==> src/rtl/arm_run_pkg.sv <==
// Shared types for the ARM run sequencer: sequencer states, default counter width,
// and the run-index width helper (never narrower than one bit).
package arm_run_pkg;

    localparam int CNT_W_DEF = 16;

    typedef enum logic [2:0] {
        IDLE   = 3'd0,
        CRST   = 3'd1,
        RUN    = 3'd2,
        REPORT = 3'd3,
        FIN    = 3'd4
    } state_e;

    function automatic int run_idx_w(input int n);
        return (n > 1) ? $clog2(n) : 1;
    endfunction

endpackage

==> src/rtl/arm_sat_counter.sv <==
// Purpose: saturating up-counter with synchronous clear, stops at LIMIT.
// Latency: count visible the cycle after an enabled edge; at_limit is combinational.
// Backpressure: none, enable is a plain qualifier.
module arm_sat_counter #(
    parameter int               CNT_W = 16,
    parameter logic [CNT_W-1:0] LIMIT = '1
) (
    input  logic             clk,
    input  logic             rst,
    input  logic             i_clear,
    input  logic             i_enable,
    output logic [CNT_W-1:0] o_count,
    output logic             o_at_limit
);

    logic [CNT_W-1:0] r_count;

    always_ff @(posedge clk or negedge rst) begin
        if (!rst) begin
            r_count <= '0;
        end else if (i_clear) begin
            r_count <= '0;
        end else if (i_enable && !o_at_limit) begin
            r_count <= r_count + CNT_W'(1);
        end
    end

    assign o_count    = r_count;
    assign o_at_limit = (r_count == LIMIT);

endmodule

==> src/rtl/arm_run_controller.sv <==
// Purpose: sequences NUM_RUNS reset+run passes of the ARM core, one result per run.
// Latency: RST_CYCLES core reset, then up to MAX_CYCLES run, result one cycle after exit.
// Backpressure: none; start is ignored while busy. Macro ARM_RUN_CTRL_STALL_CNT_EN adds stall counting.
module arm_run_controller
    import arm_run_pkg::*;
#(
    parameter int CNT_W      = CNT_W_DEF,
    parameter int RST_CYCLES = 4,
    parameter int MAX_CYCLES = 1000,
    parameter int NUM_RUNS   = 2
) (
    input  logic                              clk,
    input  logic                              rst,
    input  logic                              start,
    input  logic [NUM_RUNS-1:0]               mode_mask,
    input  logic                              core_halt,
`ifdef ARM_RUN_CTRL_STALL_CNT_EN
    input  logic                              core_stall,
    output logic [CNT_W-1:0]                  result_stalls,
`endif
    output logic                              core_rst,
    output logic                              forward_en,
    output logic                              busy,
    output logic [run_idx_w(NUM_RUNS)-1:0]    run_idx,
    output logic                              result_valid,
    output logic [CNT_W-1:0]                  result_cycles,
    output logic                              result_timeout,
    output logic                              all_done
);

    localparam int RW = run_idx_w(NUM_RUNS);

    generate
        if (MAX_CYCLES < 1 || (MAX_CYCLES >> CNT_W) != 0) begin : g_bad_max_cycles
            $error("arm_run_controller: MAX_CYCLES must be in 1 .. 2**CNT_W-1");
        end
        if (RST_CYCLES < 1 || (RST_CYCLES >> CNT_W) != 0) begin : g_bad_rst_cycles
            $error("arm_run_controller: RST_CYCLES must be in 1 .. 2**CNT_W-1");
        end
    endgenerate

    state_e            r_state;
    state_e            w_next;
    logic [NUM_RUNS-1:0] r_mask;
    logic [RW-1:0]     r_run_idx;
    logic [RW-1:0]     w_idx_nxt;
    logic              r_fwd;
    logic [CNT_W-1:0]  r_res_cycles;
    logic              r_res_timeout;
    logic [CNT_W-1:0]  w_run_cnt;
    logic              w_run_lim;
    logic [CNT_W-1:0]  w_rst_cnt_unused;
    logic              w_rst_done;
    logic              w_last_run;
    logic              w_run_exit;

    // Run counter holds cycles-so-far minus one, so the live count is w_run_cnt+1.
    arm_sat_counter #(.CNT_W(CNT_W), .LIMIT(CNT_W'(MAX_CYCLES - 1))) u_run_cnt (
        .clk       (clk),
        .rst       (rst),
        .i_clear   (r_state != RUN),
        .i_enable  (r_state == RUN),
        .o_count   (w_run_cnt),
        .o_at_limit(w_run_lim)
    );

    arm_sat_counter #(.CNT_W(CNT_W), .LIMIT(CNT_W'(RST_CYCLES - 1))) u_rst_cnt (
        .clk       (clk),
        .rst       (rst),
        .i_clear   (r_state != CRST),
        .i_enable  (r_state == CRST),
        .o_count   (w_rst_cnt_unused),
        .o_at_limit(w_rst_done)
    );

    assign w_last_run = (r_run_idx == RW'(NUM_RUNS - 1));
    assign w_idx_nxt  = r_run_idx + RW'(1);
    assign w_run_exit = core_halt || w_run_lim;

    always_comb begin
        w_next = r_state;
        case (r_state)
            IDLE:    if (start) w_next = CRST;
            CRST:    if (w_rst_done) w_next = RUN;
            RUN:     if (w_run_exit) w_next = REPORT;
            REPORT:  w_next = w_last_run ? FIN : CRST;
            FIN:     w_next = IDLE;
            default: w_next = IDLE;
        endcase
    end

    always_ff @(posedge clk or negedge rst) begin
        if (!rst) begin
            r_state       <= IDLE;
            r_mask        <= '0;
            r_run_idx     <= '0;
            r_fwd         <= 1'b0;
            r_res_cycles  <= '0;
            r_res_timeout <= 1'b0;
        end else begin
            r_state <= w_next;
            if (r_state == IDLE && start) begin
                r_mask    <= mode_mask;
                r_run_idx <= '0;
                r_fwd     <= mode_mask[0];
            end
            if (r_state == REPORT && !w_last_run) begin
                r_run_idx <= w_idx_nxt;
                r_fwd     <= r_mask[w_idx_nxt];
            end
            // Halt wins a tie with the limit; the count equals MAX_CYCLES either way.
            if (r_state == RUN && w_run_exit) begin
                r_res_cycles  <= w_run_cnt + CNT_W'(1);
                r_res_timeout <= !core_halt;
            end
        end
    end

`ifdef ARM_RUN_CTRL_STALL_CNT_EN
    logic [CNT_W-1:0] w_stall_cnt;
    logic             w_stall_lim;
    logic [CNT_W-1:0] r_res_stalls;

    arm_sat_counter #(.CNT_W(CNT_W), .LIMIT('1)) u_stall_cnt (
        .clk       (clk),
        .rst       (rst),
        .i_clear   (r_state != RUN),
        .i_enable  ((r_state == RUN) && core_stall),
        .o_count   (w_stall_cnt),
        .o_at_limit(w_stall_lim)
    );

    always_ff @(posedge clk or negedge rst) begin
        if (!rst) begin
            r_res_stalls <= '0;
        end else if (r_state == RUN && w_run_exit) begin
            r_res_stalls <= w_stall_cnt + CNT_W'(core_stall & ~w_stall_lim);
        end
    end

    assign result_stalls = r_res_stalls;
`endif

    assign core_rst       = (r_state != RUN);
    assign forward_en     = r_fwd;
    assign busy           = (r_state != IDLE);
    assign run_idx        = r_run_idx;
    assign result_valid   = (r_state == REPORT);
    assign result_cycles  = r_res_cycles;
    assign result_timeout = r_res_timeout;
    assign all_done       = (r_state == FIN);

endmodule

==> config.mk <==
export PLATFORM = sky130hd
export DESIGN_NAME = arm_run_controller
export DESIGN_NICKNAME = d
export VERILOG_FILES = /design/src/rtl/arm_run_pkg.sv /design/src/rtl/arm_sat_counter.sv /design/src/rtl/arm_run_controller.sv
export SDC_FILE = /design/constraint.sdc
export NUM_CORES = 1
export LEC_CHECK = 0
export CAP_MARGIN = 20
export CORE_MARGIN = 2
export CORE_UTILIZATION = 44
export DETAILED_ROUTE_END_ITERATION = 8
export GPL_ROUTABILITY_DRIVEN = 0
export SYNTH_ARGS = -nofsm -noshare
export SYNTH_HDL_FRONTEND = slang
export SYNTH_SLANG_ARGS = --single-unit
==> constraint.sdc <==
create_clock -name clk -period 2.8 [get_ports clk]
set_input_delay 0.28 -clock clk [delete_from_list [all_inputs] [get_ports clk]]
set_output_delay 0.28 -clock clk [all_outputs]
set_load 0.05 [all_outputs]
# Yosys cells after proc, flatten, opt, wreduce, memory -nomap -nowiden
# Index checks and enable logic that the tools add are counted.
# totals
ff_bits	56
input_bits	6
output_inout_bits	23
elab_cells	54
# classes
add_sub_neg	3
n_lt_le_gt_ge	1
eq_ne	11
muxes	15
reduce_logical	16
# op_table
operator	n
$mux W16	4
$add A16 B1 Y16 const B	2
$eq A16 B10 Y1 const B	1
$eq A16 B2 Y1 const B	1
$mux W3	4
$pmux W3 S4	1
$eq A3 B2 Y1 const B	2
$mux W1	6
$ne A2 B2 Y1 const B	3
$reduce_bool A2 Y1	3
$logic_and A1 B1 Y1	5
$logic_not A1 Y1	4
$eq A3 B1 Y1 const B	1
$eq A3 B3 Y1 const B	1
$logic_not A3 Y1	1
$ne A3 B1 Y1 const B	1
$ne A3 B2 Y1 const B	1
$reduce_and A3 Y1	1
$reduce_bool A3 Y1	1
$lt A1 B2 Y1 const B	1
$add A1 B1 Y1 const B	1
$logic_or A1 B1 Y1	1

# Longest topological paths before layout
# Gate-level depths: netlist (run 1).
# logic_depth
word_depth	5
ltp_mapped	6
depth_no_buf	5

# Hierarchy
# From an unflattened synthesis (run 1), not the netlist that was laid out.
# unflattened
cells_unflattened	300
hier_area_um2	2956.6
# modules_own_cells
mod	instances	cells_per_inst	area_per_inst_um2	seq_area_each_um2
arm_run_controller	1	126	1246.2	575.6
arm_sat_counter (u_run_cnt)	1	89	864.6	400.4
arm_sat_counter (u_rst_cnt)	1	85	845.8	400.4

# Least setup slack after synthesis (run 1)
# No wires, ideal clock.
# synth_timing
kind	register to output
startpoint	register r_state[0]
endpoint	output port all_done
arrival_ps	1652
required_ps	2520
slack_ps	868
stages_incl_launch_ff	3
path_buffers	1
path_cell_list	dfrtp_1 buf_4 nor3b_1
# synth_via
elab_chain_cells	1
# synth_rtl
item	line_no	source
start, declared	arm_run_controller.sv:42	state_e r_state;
start signal, assigned	arm_run_controller.sv:101	r_state <= w_next;
$eq A3 B3 Y1	arm_run_controller.sv:151	assign all_done = (r_state == FIN);
end, declared	arm_run_controller.sv:28	output logic all_done
# No other way between the ends.

# Worst setup path in the final report (run 1)
# layout_timing
startpoint	register r_state[2]
endpoint	output port core_rst
# layout_via
elab_chain_cells	1
# layout_rtl
item	line_no	source
$ne A3 B2 Y1	arm_run_controller.sv:144	assign core_rst = (r_state != RUN);
end, declared	arm_run_controller.sv:21	output logic core_rst,
# No other way between the ends.

==> results of run 1 <==
[state kept, by name, summed over array words and instances (netlist names)]
name and flops:
u_rst_cnt.o_count 16, run_idx 1, result_cycles 16, result_timeout 1, r_state 3, forward_en 1
u_run_cnt.o_count 16, r_mask 1
[per-layer routing]
layer,global-route usage (%),part of all wire (%),vias up
li1,-,-,990
met4,5.07,1.8,0
met5,0,0,-
met1,20.8,47,950
met3,3.08,2.3,9
met2,27.9,49,31
[report_power, final]
group          internal (W)  total (W)  switching, W
combinational      0.000323   0.000925      0.000601
clock              0.000176   0.000419      0.000243
sequential         0.000924    0.00104      0.000116
[worst paths after layout]
check,endpoint,depth (start not counted)
min in group clk,forward_en$_DFFE_PN0P_,2
hold reg to reg,forward_en$_DFFE_PN0P_,2
setup reg to reg,result_cycles[3]$_DFFE_PN0P_,5
setup / recovery,core_rst,3
max in group asynchronous,u_rst_cnt.o_count[7]$_DFFE_PN0P_,3
hold / removal,result_cycles[13]$_DFFE_PN0P_,2
[kinds of logic after synthesis]
group,count (synthesis),synth area share [%]
DFF,55,49.8
muxes,19,7.38
buffers and inverters,29,5.66
AOI/OAI and AO/OA,28,6.52
adders and majority gates,2,0.905
and+or+nand+nor,112,22.5
xor gates and xnor gates,23,7.29
[repair_timing]
| action | 4_1_cts | 5_1_grt |
|---|---|---|
| endpoints found under the hold margin | 22 | 0 |
| hold buffers | 1 | 0 |
| setup endpoints to repair | 0 | 0 |
[per-stage QoR]
stage / worst slack (ns) / area [um^2] / hold WS, ns / cells / total power [W]
4_1_cts: 0.404 / 3150 / 0.512 / 371 / 0.00242
3_3_place_gp: 0.656 / 3060 / 0.291 / 362 / 0.00199
3_5_place_dp: 0.610 / 3060 / 0.294 / 362 / 0.00200
6_report: 0.414 / 3150 / 0.488 / 371 / 0.00238
2_1_floorplan: 0.868 / 2760 / -0.0156 / 268 / 0.00172
5_1_grt: 0.282 / 3150 / 0.540 / 371 / 0.00254
[synthesized netlist by cell type, types with 2 or more instances]
cell type and number:
buf_6 3, o21ai_0 7, buf_2 4, and3_1 3, mux2_2 7, nor3_1 10, nand4_1 12, mux2i_1 11
or4_1 2, a21oi_1 9, clkbuf_1 3, xor2_1 7, nand3_1 13, xnor2_1 16, nor2b_1 3, nor3b_1 3
nor2_1 25, ha_1 2, dfrtp_1 55, nand2_1 16, o31ai_1 2, and4_1 2, and2_1 2, inv_1 17
a21boi_0 2, nor4_1 9, or3_1 2, o21a_1 4
[cell type report]
class,count,area share [%]
clock inverter,1,0.159
sequential,55,43.6
clock buffer,7,2.42
tap,75,2.98
inverter,17,2.02
timing repair buffer,32,9.76
multi-input combinational,184,39.0
[critical path, cell delays in order (launching register included)]
cell and delay [ns]:
dfrtp_1 0.50, nor3b_4 0.43, inv_1 0.14, clkdlybuf4s50_1 0.73
==> flow_summary.ini, run 1 <==
[outcome]
status = finished, final reports clean

[cts]
cts_htree_levels = 2
clkTransAtPathRegs_ns = 0.09
postCtsSetupBuffers = 0
clk_latency_ns = 0.30
cts_resized = 0
clock-root-buffer = clkbuf_8
clk_path_buf_depth = 2
cts_tree = built
cts_made_buffers = 5
cts.sinks = 55

[synthesis]
yosys-top-cells-area = dfrtp_1, xnor2_1, mux2i_1
synth_seq_area_share_pct = 49.8
synth-seq-cells = 55
avgSynthCellArea_um2 = 10.3
netlist_area_um2 = 2760
syn_inst = 268
synth_largest_area_cell = dfrtp_1
async_reset_ff_share_pct = 100
synth_edf_count = 0
synth_top_area_share_pct = 49.8
ys.flop_type = dfrtp_1
synth_warnings = 0
synth_cell_type_count = 45
syn_nets = 276

[timing]
max_freq_ghz = 0.419
tightest_slew_ns = 0.638
rsz0062_at_grt = false
relSlewSlack_pct = 57.3
setup_violations = 0
finalCritPeriodShare_pct = 85.2
fin_setup_tns_ns = 0
hold_violations = 0
post-route-min-period_ns = 2.39
final_max_slew_viol_count = 0
skew_ns = 0.00218

[pwr]
power_density_nw_per_um2 = 756
p_leak_nw = 1.29
ir_drop_v = 0.000477

[placement]
io_buffers = 28
hpwl_um = 3750

[floorplan]
die_h_um = 83.3
dieArea_um2 = 6930
chipWidth_um = 83.3
ios = 29
rows = 28
core_area_um2 = 5990
initial_core_util_pct = 46.1

[setup_path]
worstPathMaxFanout = 10
worst_setup_path_start_kind = register
r2r-start = u_run_cnt.o_count[0]$_DFFE_PN0P_
end_kind = primary output
cp.required_ns = 2.52
critPathArrivalTime_ns = 2.11
crit_type = register to primary output
critPathLaunch = r_state[2]$_DFFE_PN0P_
r2r_slack_ns = 0.62

[final_layout]
layout.nets = 303
seqCellArea_um2 = 1380
mostFrequentLayoutCells = dfrtp_1, clkdlybuf4s50_1, nor2_1
syn2layout_area_growth_pct = 14.1
final_common_cell = dfrtp_1
utilization_pct = 52.7
antenna_cells = 0
multi_input_comb_area_um2 = 1230
num-fill-cells = 565
drive_gt1_share_pct = 8.11

[hold_path]
hold_path_class = input pin to async pin

[global_routing]
grt_pass1_wl_um = 9450
grt_max_degree = 25
grt_pass1_vias = 2067
antenna_found_initial = 0
grt-ovfl-total = 0
grt_use_total_pct = 16.3

[detailed_routing]
drt_wl_total_um = 5180
drtIter0Drc = 76
drc = 0
post_drt_wl_per_cell_um = 14.0
viasPerCell = 5.34
ant_nets = 0
vias = 1980
first_pass_iters = 4

[flow_run]
drv_cap = 0
Note: power is estimated with default switching activity, not from simulation.
==> run 2, diff against run 1 <==
TNS_END_PERCENT = 50   (was unset)
==> results of run 2 <==
The final DEF is identical to that of run 1; final timing and power are the same.
